### config.mk
export PLATFORM = sky130hd
export DESIGN_NAME = lsu_dcache_port_arbiter
export DESIGN_NICKNAME = d
export VERILOG_FILES = /design/src/rtl/lsu_arb_pkg.sv /design/src/rtl/lsu_id_fifo.sv /design/src/rtl/lsu_dcache_port_arbiter.sv
export SDC_FILE = /design/constraint.sdc
export NUM_CORES = 1
export LEC_CHECK = 0
export BUFFER_PORTS_ARGS = -buffer_cell sky130_fd_sc_hd__buf_4
export CORE_AREA = 10 10 132 134
export DETAILED_ROUTE_END_ITERATION = 10
export DIE_AREA = 0 0 142 144
export SLEW_MARGIN = 15
export SYNTH_ARGS = -nofsm -noshare
export SYNTH_HDL_FRONTEND = slang
export SYNTH_SLANG_ARGS = --single-unit
### constraint.sdc
create_clock -name clk_i -period 6.5 [get_ports clk_i]
set_input_delay 0.325 -clock clk_i [delete_from_list [all_inputs] [get_ports clk_i]]
set_output_delay 0.325 -clock clk_i [all_outputs]
set_load 0.1 [all_outputs]
### src/rtl/lsu_arb_pkg.sv
// Shared constants, port indices, arbiter state and request payload type for the LSU D-cache port arbiter.
package lsu_arb_pkg;

  localparam int unsigned NR_PORTS        = 3;
  localparam int unsigned ADDR_WIDTH      = 34;
  localparam int unsigned DATA_WIDTH      = 32;
  localparam int unsigned BE_WIDTH        = DATA_WIDTH / 8;
  localparam int unsigned MAX_OUTSTANDING = 4;
  localparam int unsigned PORT_W          = $clog2(NR_PORTS);
  localparam int unsigned CNT_W           = $clog2(MAX_OUTSTANDING) + 1;

  localparam int unsigned PORT_STORE = 0;
  localparam int unsigned PORT_LOAD  = 1;
  localparam int unsigned PORT_AMO   = 2;

  typedef enum logic {
    ARB_IDLE,
    ARB_LOCKED
  } arb_state_e;

  typedef struct packed {
    logic                  we;
    logic [ADDR_WIDTH-1:0] addr;
    logic [DATA_WIDTH-1:0] wdata;
    logic [BE_WIDTH-1:0]   be;
  } mem_req_t;

  // Round-robin successor of a port index.
  function automatic logic [PORT_W-1:0] next_port(input logic [PORT_W-1:0] p);
    return (p == PORT_W'(NR_PORTS - 1)) ? '0 : p + PORT_W'(1);
  endfunction

endpackage

### src/rtl/lsu_id_fifo.sv
// In-order queue of requester IDs for reads awaiting a D-cache response.
module lsu_id_fifo #(
  parameter int unsigned DEPTH = 4,
  parameter int unsigned WIDTH = 2
) (
  input  logic                     clk_i,
  input  logic                     rst_ni,
  input  logic                     push_i,
  input  logic [WIDTH-1:0]         data_i,
  input  logic                     pop_i,
  output logic [WIDTH-1:0]         data_o,
  output logic                     full_o,
  output logic                     empty_o,
  output logic [$clog2(DEPTH):0]   count_o
);

  localparam int unsigned PTR_W = $clog2(DEPTH);
  localparam int unsigned CNT_W = PTR_W + 1;

  logic [WIDTH-1:0] mem_q [DEPTH];
  logic [PTR_W-1:0] wptr_q, rptr_q;
  logic [CNT_W-1:0] count_q;
  logic             push_ok, pop_ok;

  assign full_o  = (count_q == CNT_W'(DEPTH));
  assign empty_o = (count_q == '0);
  assign count_o = count_q;
  assign data_o  = mem_q[rptr_q];
  assign pop_ok  = pop_i & ~empty_o;
  // A pop in the same cycle frees the slot the push lands in.
  assign push_ok = push_i & (~full_o | pop_ok);

  always_ff @(posedge clk_i or negedge rst_ni) begin
    if (!rst_ni) begin
      wptr_q  <= '0;
      rptr_q  <= '0;
      count_q <= '0;
      for (int i = 0; i < int'(DEPTH); i++) mem_q[i] <= '0;
    end else begin
      if (push_ok) begin
        mem_q[wptr_q] <= data_i;
        wptr_q        <= wptr_q + PTR_W'(1);
      end
      if (pop_ok) rptr_q <= rptr_q + PTR_W'(1);
      case ({push_ok, pop_ok})
        2'b10:   count_q <= count_q + CNT_W'(1);
        2'b01:   count_q <= count_q - CNT_W'(1);
        default: count_q <= count_q;
      endcase
    end
  end

endmodule

### src/rtl/lsu_dcache_port_arbiter.sv
// Round-robin arbiter sharing one D-cache port among LSU requesters; locks until granted
// and routes in-order read responses back to the issuing port.
module lsu_dcache_port_arbiter
  import lsu_arb_pkg::*;
(
  input  logic                           clk_i,
  input  logic                           rst_ni,
  input  logic [NR_PORTS-1:0]            req_i,
  input  logic [NR_PORTS-1:0]            we_i,
  input  logic [NR_PORTS*ADDR_WIDTH-1:0] addr_i,
  input  logic [NR_PORTS*DATA_WIDTH-1:0] wdata_i,
  input  logic [NR_PORTS*BE_WIDTH-1:0]   be_i,
  output logic [NR_PORTS-1:0]            gnt_o,
  output logic [NR_PORTS-1:0]            rvalid_o,
  output logic [DATA_WIDTH-1:0]          rdata_o,
  output logic                           mem_req_o,
  output logic                           mem_we_o,
  output logic [ADDR_WIDTH-1:0]          mem_addr_o,
  output logic [DATA_WIDTH-1:0]          mem_wdata_o,
  output logic [BE_WIDTH-1:0]            mem_be_o,
  input  logic                           mem_gnt_i,
  input  logic                           mem_rvalid_i,
  input  logic [DATA_WIDTH-1:0]          mem_rdata_i,
  output logic                           busy_o,
  output logic                           proto_err_o
);

  arb_state_e          state_q, state_d;
  logic [PORT_W-1:0]   lock_port_q, lock_port_d;
  logic [PORT_W-1:0]   rr_ptr_q, rr_ptr_d;
  logic [PORT_W-1:0]   rr_sel, scan_idx, sel;
  logic                rr_found, req_c, grant, push, pop;
  logic [NR_PORTS-1:0] eligible;
  mem_req_t            port_req [NR_PORTS];
  mem_req_t            sel_req;
  logic                fifo_full, fifo_empty;
  logic [PORT_W-1:0]   fifo_head;
  logic [CNT_W-1:0]    fifo_count;
  logic                proto_err_q;

  // Unpack per-port payloads; reads are only eligible while a queue slot is free.
  always_comb begin
    for (int k = 0; k < int'(NR_PORTS); k++) begin
      port_req[k].we    = we_i[k];
      port_req[k].addr  = addr_i[k*ADDR_WIDTH +: ADDR_WIDTH];
      port_req[k].wdata = wdata_i[k*DATA_WIDTH +: DATA_WIDTH];
      port_req[k].be    = be_i[k*BE_WIDTH +: BE_WIDTH];
      eligible[k]       = req_i[k] & (we_i[k] | ~fifo_full);
    end
  end

  always_comb begin
    rr_found = 1'b0;
    rr_sel   = '0;
    scan_idx = rr_ptr_q;
    for (int i = 0; i < int'(NR_PORTS); i++) begin
      if (!rr_found && eligible[scan_idx]) begin
        rr_found = 1'b1;
        rr_sel   = scan_idx;
      end
      scan_idx = next_port(scan_idx);
    end
  end

  always_comb begin
    state_d     = state_q;
    lock_port_d = lock_port_q;
    rr_ptr_d    = rr_ptr_q;
    sel         = rr_sel;
    req_c       = rr_found;
    case (state_q)
      ARB_LOCKED: begin
        sel   = lock_port_q;
        req_c = 1'b1;
      end
      default: ;
    endcase
    if (req_c) begin
      if (mem_gnt_i) begin
        state_d  = ARB_IDLE;
        rr_ptr_d = next_port(sel);
      end else begin
        state_d     = ARB_LOCKED;
        lock_port_d = sel;
      end
    end
  end

  always_ff @(posedge clk_i or negedge rst_ni) begin
    if (!rst_ni) begin
      state_q     <= ARB_IDLE;
      lock_port_q <= '0;
      rr_ptr_q    <= '0;
      proto_err_q <= 1'b0;
    end else begin
      state_q     <= state_d;
      lock_port_q <= lock_port_d;
      rr_ptr_q    <= rr_ptr_d;
      if (mem_rvalid_i && fifo_empty) proto_err_q <= 1'b1;
    end
  end

  // Combinational outputs are forced low while reset is asserted.
  assign sel_req     = port_req[sel];
  assign mem_req_o   = rst_ni & req_c;
  assign grant       = mem_req_o & mem_gnt_i;
  assign mem_we_o    = mem_req_o & sel_req.we;
  assign mem_addr_o  = mem_req_o ? sel_req.addr : '0;
  assign mem_wdata_o = mem_req_o ? sel_req.wdata : '0;
  assign mem_be_o    = mem_req_o ? sel_req.be : '0;
  assign gnt_o       = grant ? (NR_PORTS'(1) << sel) : '0;
  assign push        = grant & ~sel_req.we;
  assign pop         = rst_ni & mem_rvalid_i & ~fifo_empty;
  assign rvalid_o    = pop ? (NR_PORTS'(1) << fifo_head) : '0;
  assign rdata_o     = rst_ni ? mem_rdata_i : '0;
  assign busy_o      = (fifo_count != '0);
  assign proto_err_o = proto_err_q;

  lsu_id_fifo #(
    .DEPTH (MAX_OUTSTANDING),
    .WIDTH (PORT_W)
  ) u_id_fifo (
    .clk_i   (clk_i),
    .rst_ni  (rst_ni),
    .push_i  (push),
    .data_i  (sel),
    .pop_i   (pop),
    .data_o  (fifo_head),
    .full_o  (fifo_full),
    .empty_o (fifo_empty),
    .count_o (fifo_count)
  );

endmodule

==> results of run 1 <==
-- final cells by class --
cell class,instances,area (um^2),area share
Clock buffer,3,75.07,0.01212
Clock inverter,1,7.507,0.001212
Sequential cell,21,525.5,0.08483
Multi-Input combinational cell,324,2540,0.4100
Tap cell,188,235.2,0.03797
Inverter,15,56.30,0.009089
Timing Repair Buffer,367,2755,0.4448
-- stage by stage --
stage	utilization	std cells
floorplan	-	394
global placement	0.4112	915
detailed placement	0.4112	915
CTS	0.4168	919
global route	0.4168	919
finish	0.4168	919
-- worst register-to-register path, stage by stage (launching register included) --
cell and delay [ns]:
dfrtp_1 0.43, or4b_1 0.58, a32o_1 0.30, nand2_2 0.11, buf_4 0.61, and3_1 0.60
nor3_4 0.10, inv_1 0.07, ha_1 0.17, inv_1 0.06, fa_1 0.37, xor2_1 0.15
nor2_1 0.12, xor2_1 0.17
-- placed cells by master (no fill, tap or decap), types with 2 or more instances in the layout --
master	netlist	layout
dfrtp_1	21	21
o21ai_0	2	2
nand3_1	6	5
ha_1	5	5
inv_1	15	15
clkbuf_16	0	3
nor4_4	4	4
nor3_1	4	4
nand2_1	6	5
a22oi_1	70	70
xor2_1	2	2
nor2_1	76	75
mux2_2	71	71
xnor2_1	4	4
a21oi_1	2	2
nand2_2	1	2
and3_1	2	2
nor2b_1	3	3
and2_1	33	33
buf_4	0	367
mux2_1	9	9
nand4_1	2	2
or4b_1	2	2
nor3b_1	2	2
mux4_2	2	2
-- layer usage --
metal / global-route usage / part of all wire / routed length [um]
met4: 0.01937 / 0.0068 / 125
met3: 0.03739 / 0.077 / 1411
met1: 0.1874 / 0.39 / 7155
met5: 0 / 0 / 0
met2: 0.2801 / 0.53 / 9719
-- registers in the layout, indices dropped and copies added, names as in the netlist --
name	flops
lock_port_q	2
proto_err_o	1
rr_ptr_q	2
state_q	1
u_id_fifo.count_o	3
u_id_fifo.mem_q	8
u_id_fifo.rptr_q	2
u_id_fifo.wptr_q	2
-- synthesized netlist by cell type, types with 3 or more instances --
library cell | number | area [um^2]
nor4_4 | 4 | 85.08
ha_1 | 5 | 62.56
buf_1 | 5 | 18.77
dfrtp_1 | 21 | 525.5
clkbuf_1 | 13 | 48.80
and2_1 | 33 | 206.5
nand2_1 | 6 | 22.52
nor2_1 | 76 | 285.3
nor2b_1 | 3 | 18.77
a22oi_1 | 70 | 525.5
nand3_1 | 6 | 30.03
nor3_1 | 4 | 20.02
mux2_2 | 71 | 799.5
inv_1 | 15 | 56.30
buf_2 | 14 | 70.07
mux2_1 | 9 | 101.4
xnor2_1 | 4 | 35.03
-- power breakdown --
| group | internal [uW] | switching [uW] |
|---|---|---|
| Sequential | 186 | 51.2 |
| Clock | 83.5 | 53.6 |
| Combinational | 551 | 1340 |
| Total | 821 | 1440 |
-- cell families after synthesis --
family / count (synthesis)
flip-flops: 21
multiplexers: 83
buffers and inverters: 49
XOR/XNOR: 6
adder cells (fa/ha/maj): 6
AND/OR/NAND/NOR: 147
AO/OA/AOI/OAI: 82
-- path summary, 6_finish.rpt --
kind	startpoint	end	slack, ns
worst min register to register	proto_err_o	proto_err_o	0.48
min in group clk_i	mem_gnt_i	state_q	0.32
max in group asynchronous	rst_ni	u_id_fifo.wptr_q[0]	6.10
worst max-delay path	u_id_fifo.count_o[0]	mem_addr_o[27]	2.49
worst max register to register	u_id_fifo.count_o[0]	u_id_fifo.count_o[2]	2.60
worst min-delay path	rst_ni	u_id_fifo.mem_q[4]	0.04
==> out/results.ini, run 1 <==
[outcome]
outcome = finished clean

[worst_setup_path]
worstSetupEndpointType = primary output
path_max_fanout = 42
critPathTopFamily = simple AND/OR/NAND/NOR gates
cp_slowest_stage_delay_ns = 0.67
timing.critical_path.mode_cell = buf_4
required_ns = 6.17
critPathSlowestCell = nor2_4
path_cells = or4b_4, a22o_1, and3_1, nor2_4, buf_4, a22oi_1, nor2_1, buf_4
path_depth = 8
start_kind = flip-flop
cp.arrival_ns = 3.68
cp.buffers_inverters = 2
ff2ff_path_depth = 13
crit_type = reg2out

[power_and_ir_drop]
cellLeakagePower_uw = 0.003154
p_per_area_nw_per_um2 = 365.7
ir_worst_vdd_mv = 0.2455
p_total_uw = 2266

[sta]
fin_setup_tns_ns = 0
skew_ns = 0.003665
worst_slew_pin_slew_ns = 0.8841
hold_violations = 0
rsz0062_at_grt = no
worst_slack_ns = 2.491
hold_slack_ns = 0.03827
period_minus_slack_ns = 4.009
layout_worst_path_cycle_share = 0.6168
relSlewSlack = 0.4106
setup_viol = 0
slew_viol_final = 0
clock.fmax_ghz = 0.2494

[synth]
synth_fa_ha_area_frac = 0.02534
synth_compound_area_frac = 0.1935
avgSynthCellArea_um2 = 8.273
ys_types = 43
synth.cell_area_um2 = 3259
synth_flop_cell = dfrtp_1
ys_ff_latch = 21
ys_seq_area_frac = 0.1612
synth_cells = 394
synth_edf_count = 0
syn_nets = 652
synth_mux_area_frac = 0.2933
synthArstFlopShare = 1.000
synth_xor_area_frac = 0.01612
yosysWarnings = 0
synth_top_family_by_area = multiplexers
synth-simple-area-share = 0.2441

[floorplanning]
die_height_um = 144
rows = 45
core_area_um2 = 14860
fp.dieArea_um2 = 20450
io_pins = 364
die-width_um = 142
start_util = 0.2193

[place]
hpwl_um = 15210
pre_cts_ws_ns = 2.557
portBuffers = 363
placed_cell_area_um2 = 6112
globalplace.congestion = 0.8496

[clock_tree]
clockBufferDepth = 2
cts_tree = yes
numCtsBuffers = 3
h-tree-depth = 1
ctsResizeCount = 0
cts.reportedPaths.clkPinSlew_ns = 0.06
post-cts-setup-buffers = 0
cts-root-buf = clkbuf_16
cts.sink_count = 21
clk_latency_ns = 0.26
cts-hold-fix-buffers = 0

[final_layout]
areaGrowthSynthToFinish_pct = 90.06
diodes = 0
stdcell_area_um2 = 6195
finalNetCount = 990
fillers = 1545
drive_gt1_frac = 0.6265

[routing]
routedWlPerCell_um = 20.03
num_vias = 4252
drcViolationCount = 0
drtPass1Iterations = 4
ant_nets = 0
wl_um = 18410
drt_iter0_drc = 162
via_per_inst = 4.627

[global_route]
grt.total_usage = 0.1558
grt_max_degree = 75
grt_pass1_vias = 4148
grt_pass1_wl_um = 25550
grt.overflow.total = 0
antenna_found_initial = 0

[run]
maxCapViolations = 0

[min_path]
hold_path_class = in2async

(Power assumes the default switching activity.)
==> inputs of run 2 (changes only) <==
--- a/config.mk
+++ b/config.mk
@@ -6,9 +6,9 @@
 export NUM_CORES = 1
 export LEC_CHECK = 0
 export BUFFER_PORTS_ARGS = -buffer_cell sky130_fd_sc_hd__buf_4
-export CORE_AREA = 10 10 132 134
+export CORE_AREA = 10 10 134 136
 export DETAILED_ROUTE_END_ITERATION = 10
-export DIE_AREA = 0 0 142 144
+export DIE_AREA = 0 0 144 146
 export SLEW_MARGIN = 15
 export SYNTH_ARGS = -nofsm -noshare
 export SYNTH_HDL_FRONTEND = slang
==> constraint.sdc (replaced) <==
create_clock -name clk_i -period 3.7 [get_ports clk_i]
set_input_delay 0.185 -clock clk_i [delete_from_list [all_inputs] [get_ports clk_i]]
set_output_delay 0.185 -clock clk_i [all_outputs]
set_load 0.1 [all_outputs]
==> out/results.ini, run 2 (synthesis gave the netlist of run 1 again) <==
[final_layout]
drive_gt1_frac = 0.6328  ; +0.006252
stdcell_count = 930  ; +1.2%
finalNetCount = 997  ; +0.71%
final_cell_mix = buf_4 (372), nor2_1 (75), mux2_2 (71), a22oi_1 (70), and2_1 (33)
largest_reg_flops = 8  ; unchanged
diodes = 0  ; unchanged
areaGrowthSynthToFinish_pct = 92.74
layout_commonest_cell = buf_4
stdcell_area_um2 = 6282  ; +1.4%
top_register = u_id_fifo.mem_q

[place]
globalplace.congestion = 0.8483  ; -0.15%
hpwl_um = 15700  ; +3.2%
portBuffers = 363  ; unchanged
dp_cells = 925  ; +1.1%
placed_cell_area_um2 = 6190  ; +1.3%

[global_route]
grt.total_usage = 0.1604  ; +0.004618
grt_max_degree = 72  ; -4.0%
grt.overflow.total = 0  ; unchanged
grt_pass1_wl_um = 26810  ; +4.9%
antenna_found_initial = 0  ; unchanged
grt_pass1_vias = 4366  ; +5.3%

[sta]
hold_violations = 0  ; unchanged
hold_slack_ns = 0.2100  ; +0.1717 ns
clock.fmax_ghz = 0.3054
worst_slew_pin_slew_ns = 0.8002  ; -0.08394 ns
rsz0062_at_grt = no
period_minus_slack_ns = 3.275
slew_viol_final = 0  ; unchanged
setup_viol = 0  ; unchanged
fin_setup_tns_ns = 0  ; unchanged
layout_worst_path_cycle_share = 0.8851
skew_ns = 0.006461  ; +0.002796 ns
relSlewSlack = 0.4665  ; +0.05596

[routing]
wl_met1_um = 7254  ; +1.4%
drt_iter0_drc = 231  ; +43%
via_per_inst = 4.635  ; +0.19%
drcViolationCount = 0  ; unchanged
top_layer = met4
wl_um = 18650  ; +1.3%
wl_met3_um = 1505  ; +6.7%
drtPass1Iterations = 4  ; unchanged
ant_nets = 0  ; unchanged
routedWlPerCell_um = 20.05  ; +0.11%
num_vias = 4311  ; +1.4%
wl_met2_um = 9630  ; -0.92%

[clock_tree]
cts-root-buf = clkbuf_16
post-cts-setup-buffers = 0  ; unchanged
ctsResizeCount = 0  ; unchanged
clk_latency_ns = 0.26  ; about the same
cts.reportedPaths.clkPinSlew_ns = 0.06  ; about the same
clockBufferDepth = 2  ; unchanged
cts.sink_count = 21  ; unchanged
numCtsBuffers = 3  ; unchanged
cts_tree = yes
h-tree-depth = 1  ; unchanged

[worst_setup_path]
crit_type = reg2out
path_max_fanout = 43  ; +2.4%
required_ns = 3.51  ; -2.66 ns
worstSetupEndpointType = primary output
cp.arrival_ns = 3.09  ; -0.59 ns
start_kind = flip-flop

[floorplanning]
die-width_um = 144  ; +1.4%
io_pins = 364  ; unchanged
rows = 46  ; +2.2%
fp.dieArea_um2 = 21020  ; +2.8%
die_height_um = 146  ; +1.4%
start_util = 0.2105  ; -0.008754
core_area_um2 = 15480  ; +4.2%

[min_path]
hold_path_class = in2reg

[power_and_ir_drop]
ir_worst_vdd_mv = 0.4344  ; +77%
p_per_area_nw_per_um2 = 639.3  ; +75%
cellLeakagePower_uw = 0.003195  ; +1.3%

[outcome]
outcome = finished clean

[run]
maxCapViolations = 0  ; unchanged

run 2: cell count changes in the layout (fill, tap and decap cells not counted), sizes merged:
| cell | change |
|---|---|
| dlygate4sd3 | +1 |
| buf | +6 |
run 2: cell type report:
class / count / area (um^2)
repair buffers: 374 / 2823
clock inverters: 1 / 7.507
well taps: 192 / 240.2
flip-flops and latches: 21 / 525.5
clock buffers: 3 / 75.07
multi-input cells: 324 / 2555
fillers: 1578 / 9200
inverters: 15 / 56.30
run 2: worst paths after layout:
| path | startpoint | to | slack, ns | cells after the start |
|---|---|---|---|---|
| hold reg to reg | u_id_fifo.mem_q[0] | u_id_fifo.mem_q[0] | 0.49 | 1 |
| max in group asynchronous | rst_ni | u_id_fifo.count_o[0] | 2.80 | 3 |
| hold / removal | mem_gnt_i | state_q | 0.21 | 2 |
| setup / recovery | u_id_fifo.count_o[0] | mem_wdata_o[15] | 0.43 | 9 |
| min in group asynchronous | rst_ni | u_id_fifo.mem_q[7] | 0.33 | 2 |
| setup reg to reg | u_id_fifo.count_o[0] | u_id_fifo.count_o[2] | 0.56 | 12 |
run 2: repair_timing:
action	4_1_cts	5_1_grt
setup endpoints to repair	0	0
hold endpoints to repair	11	0
hold buffers	1	0
run 2: report_power, final:
group,switching (uW),internal [uW]
clock,89.1,146
combinational,2370,999
sequential,87.4,327
total,2540,1470
run 2: critical path, cell delays in order, from the launching register on:
cell and delay (ns):
dfrtp_1 0.43, or4b_4 0.55, a22o_1 0.23, and3_1 0.21
buf_4 0.19, nor2_4 0.11, buf_4 0.42, a22oi_1 0.17
nor2_1 0.17, buf_4 0.32
run 2: stage by stage:
step / utilization / power (uW) / worst slack, ns
6_report: 0.4058 / 4016 / 0.4252
5_1_grt: 0.4058 / 4218 / 0.2921
2_1_floorplan: - / 2993 / -0.3036
3_3_place_gp: 0.3998 / 3805 / 0.6059
3_5_place_dp: 0.3998 / 3808 / 0.5339
4_1_cts: 0.4058 / 4054 / 0.4252
run 2: per-layer routing:
metal / GRT usage / vias up
met5: 0 / -
met4: 0.03269 / 0
met3: 0.03819 / 18
met2: 0.2886 / 159
met1: 0.1860 / 2016
li1: - / 2118
==> inputs of run 3 (changes only) <==
--- a/config.mk
+++ b/config.mk
@@ -5,10 +5,11 @@
 export SDC_FILE = /design/constraint.sdc
 export NUM_CORES = 1
 export LEC_CHECK = 0
+export ABC_CLOCK_PERIOD_IN_PS = 3700
 export BUFFER_PORTS_ARGS = -buffer_cell sky130_fd_sc_hd__buf_4
-export CORE_AREA = 10 10 134 136
+export CORE_AREA = 5 5 140 142
 export DETAILED_ROUTE_END_ITERATION = 10
-export DIE_AREA = 0 0 144 146
+export DIE_AREA = 0 0 145 147
 export SLEW_MARGIN = 15
 export SYNTH_ARGS = -nofsm -noshare
 export SYNTH_HDL_FRONTEND = slang
==> constraint.sdc (replaced) <==
create_clock -name clk_i -period 3.7 [get_ports clk_i]
set_input_delay 0.74 -clock clk_i [delete_from_list [all_inputs] [get_ports clk_i]]
set_output_delay 0.74 -clock clk_i [all_outputs]
set_load 0.1 [all_outputs]
==> out/results.ini, run 3 (synthesis gave the netlist of run 1 again) <==
[final_layout]
top_register = u_id_fifo.mem_q
multi_input_area_um2 = 3153  ; +23%
seq_area_um2 = 525.5  ; unchanged
areaGrowthSynthToFinish_pct = 121.0
drive_gt1_frac = 0.7470  ; +0.1142
diodes = 0  ; unchanged
final_cell_mix = buf_4 (384), nor2_4 (72), mux2_2 (71), a22oi_1 (64), and2_1 (33)
finalNetCount = 1018  ; +2.1%
stdcell_count = 993  ; +6.8%
utilization = 0.3930  ; -0.01273
fillers = 1903  ; +21%
largest_reg_flops = 8  ; unchanged
layout_commonest_cell = buf_4

[global_route]
antenna_found_initial = 0  ; unchanged
grt.overflow.total = 0  ; unchanged
grt_pass1_wl_um = 26090  ; -2.7%
grt_max_degree = 39  ; -46%
grt_pass1_vias = 4535  ; +3.9%
grt.total_usage = 0.1475  ; -0.01288

[clock_tree]
cts.reportedPaths.clkPinSlew_ns = 0.06  ; about the same
cts_tree = yes
cts.sink_count = 21  ; unchanged
clk_latency_ns = 0.25  ; about the same
cts-root-buf = clkbuf_16
h-tree-depth = 1  ; unchanged
clockBufferDepth = 2  ; unchanged
cts-hold-fix-buffers = 0  ; -1
numCtsBuffers = 3  ; unchanged

[routing]
num_vias = 4386  ; +1.7%
drtPass1Iterations = 4  ; unchanged
drt_iter0_drc = 147  ; -36%
via_per_inst = 4.417  ; -4.7%
routedWlPerCell_um = 17.15  ; -14%
ant_nets = 0  ; unchanged
drcViolationCount = 0  ; unchanged
wl_um = 17030  ; -8.7%

[sta]
layout_worst_path_cycle_share = 0.9763  ; +0.09118
slew_viol_final = 0  ; unchanged
worst_slack_ns = 0.08778  ; -0.3374 ns
period_minus_slack_ns = 3.612  ; +0.3374 ns
worst_slew_pin_slew_ns = 0.3479  ; -0.4523 ns
clock.fmax_ghz = 0.2768  ; -9.3%
fin_setup_tns_ns = 0  ; unchanged
setup_viol = 0  ; unchanged
skew_ns = 0.002268  ; -0.004193 ns
hold_slack_ns = 0.3569  ; +0.1470 ns
rsz0062_at_grt = yes
relSlewSlack = 0.7681  ; +0.3015
hold_violations = 0  ; unchanged

[floorplanning]
io_pins = 364  ; unchanged
die_height_um = 147  ; +0.68%
rows = 50  ; +8.7%
core_area_um2 = 18330  ; +18%
fp.dieArea_um2 = 21320  ; +1.4%
die-width_um = 145  ; +0.69%
start_util = 0.1778  ; -0.03271

[place]
dp_cells = 989  ; +6.9%
globalplace.congestion = 0.9141  ; +7.8%
pre_cts_ws_ns = 0.04923  ; -0.4847 ns
portBuffers = 363  ; unchanged
hpwl_um = 14400  ; -8.3%

[min_path]
hold_path_class = in2async

[worst_setup_path]
ff2ff_path_depth = 13  ; +1
worstSetupEndpointType = primary output
required_ns = 2.96  ; -0.55 ns
crit_type = in2out
path_max_fanout = 19  ; -56%
cp.arrival_ns = 2.87  ; -0.22 ns
start_kind = input pin

[run]
maxCapViolations = 0  ; unchanged

[outcome]
outcome = finished clean

[power_and_ir_drop]
p_per_area_nw_per_um2 = 619.5  ; -3.1%
cellLeakagePower_uw = 0.003388  ; +6.0%
ir_worst_vdd_mv = 0.5320  ; +22%

-- run 3: cell types whose count changed in the layout (fill, tap and decap cells not counted), moves of 6 or more --
cell,before,now
a22oi_1,70,64
a22oi_2,0,6
buf_12,1,10
buf_4,372,384
nor2_1,75,4
nor2_4,1,72
-- run 3: final cells by class --
| class | instances | share of cell area |
|---|---|---|
| inverters | 15 | 0.008336 |
| multi-input cells | 324 | 0.4377 |
| flip-flops and latches | 21 | 0.07294 |
| well taps | 234 | 0.04064 |
| clock buffers | 4 | 0.01094 |
| repair buffers | 395 | 0.4295 |
-- run 3: per-stage QoR --
step           total power [uW]  cell area (um^2)
2_1_floorplan              3281              3837
3_3_place_gp               4230              7091
3_5_place_dp               4253              7091
4_1_cts                    4491              7169
5_1_grt                    4692              7204
6_report                   4463              7204
-- run 3: final timing paths --
kind	start	to	slack, ns
worst min register to register	u_id_fifo.mem_q[2]	u_id_fifo.mem_q[2]	0.49
min in group clk_i	u_id_fifo.mem_q[2]	u_id_fifo.mem_q[2]	0.49
max in group asynchronous	rst_ni	u_id_fifo.count_o[0]	2.77
worst max register to register	u_id_fifo.count_o[0]	u_id_fifo.count_o[2]	0.54
worst max-delay path	we_i[1]	mem_wdata_o[9]	0.09
worst min-delay path	rst_ni	u_id_fifo.mem_q[2]	0.36
-- run 3: power breakdown --
part | internal (uW) | leakage [uW] | switching, uW
logic | 1210 | 0.00309 | 2610
clock network | 147 | 0.0000382 | 79.3
registers | 328 | 0.000258 | 89.2
total | 1680 | 0.00339 | 2780
-- run 3: worst max-delay path, cell delays in order --
cell	delay, ns
buf_4	0.11
or4b_4	0.50
a22o_1	0.24
and3_2	0.22
nor2_4	0.14
buf_12	0.17
buf_4	0.20
a22oi_2	0.12
nor2_4	0.11
buf_4	0.30
-- run 3: repair_timing --
action                     CTS  global route
gates resized for setup      0             8
buffers inserted             0             0
setup endpoints to repair    0            47
-- run 3: layer usage --
layer  vias to the layer above  wire length, um  global-route usage
met5                         -                0                   0
met4                         0              202             0.02166
met3                        16             1089             0.03640
met2                       165             8809              0.2569
met1                      2041             6932              0.1886
li1                       2164                -                   -
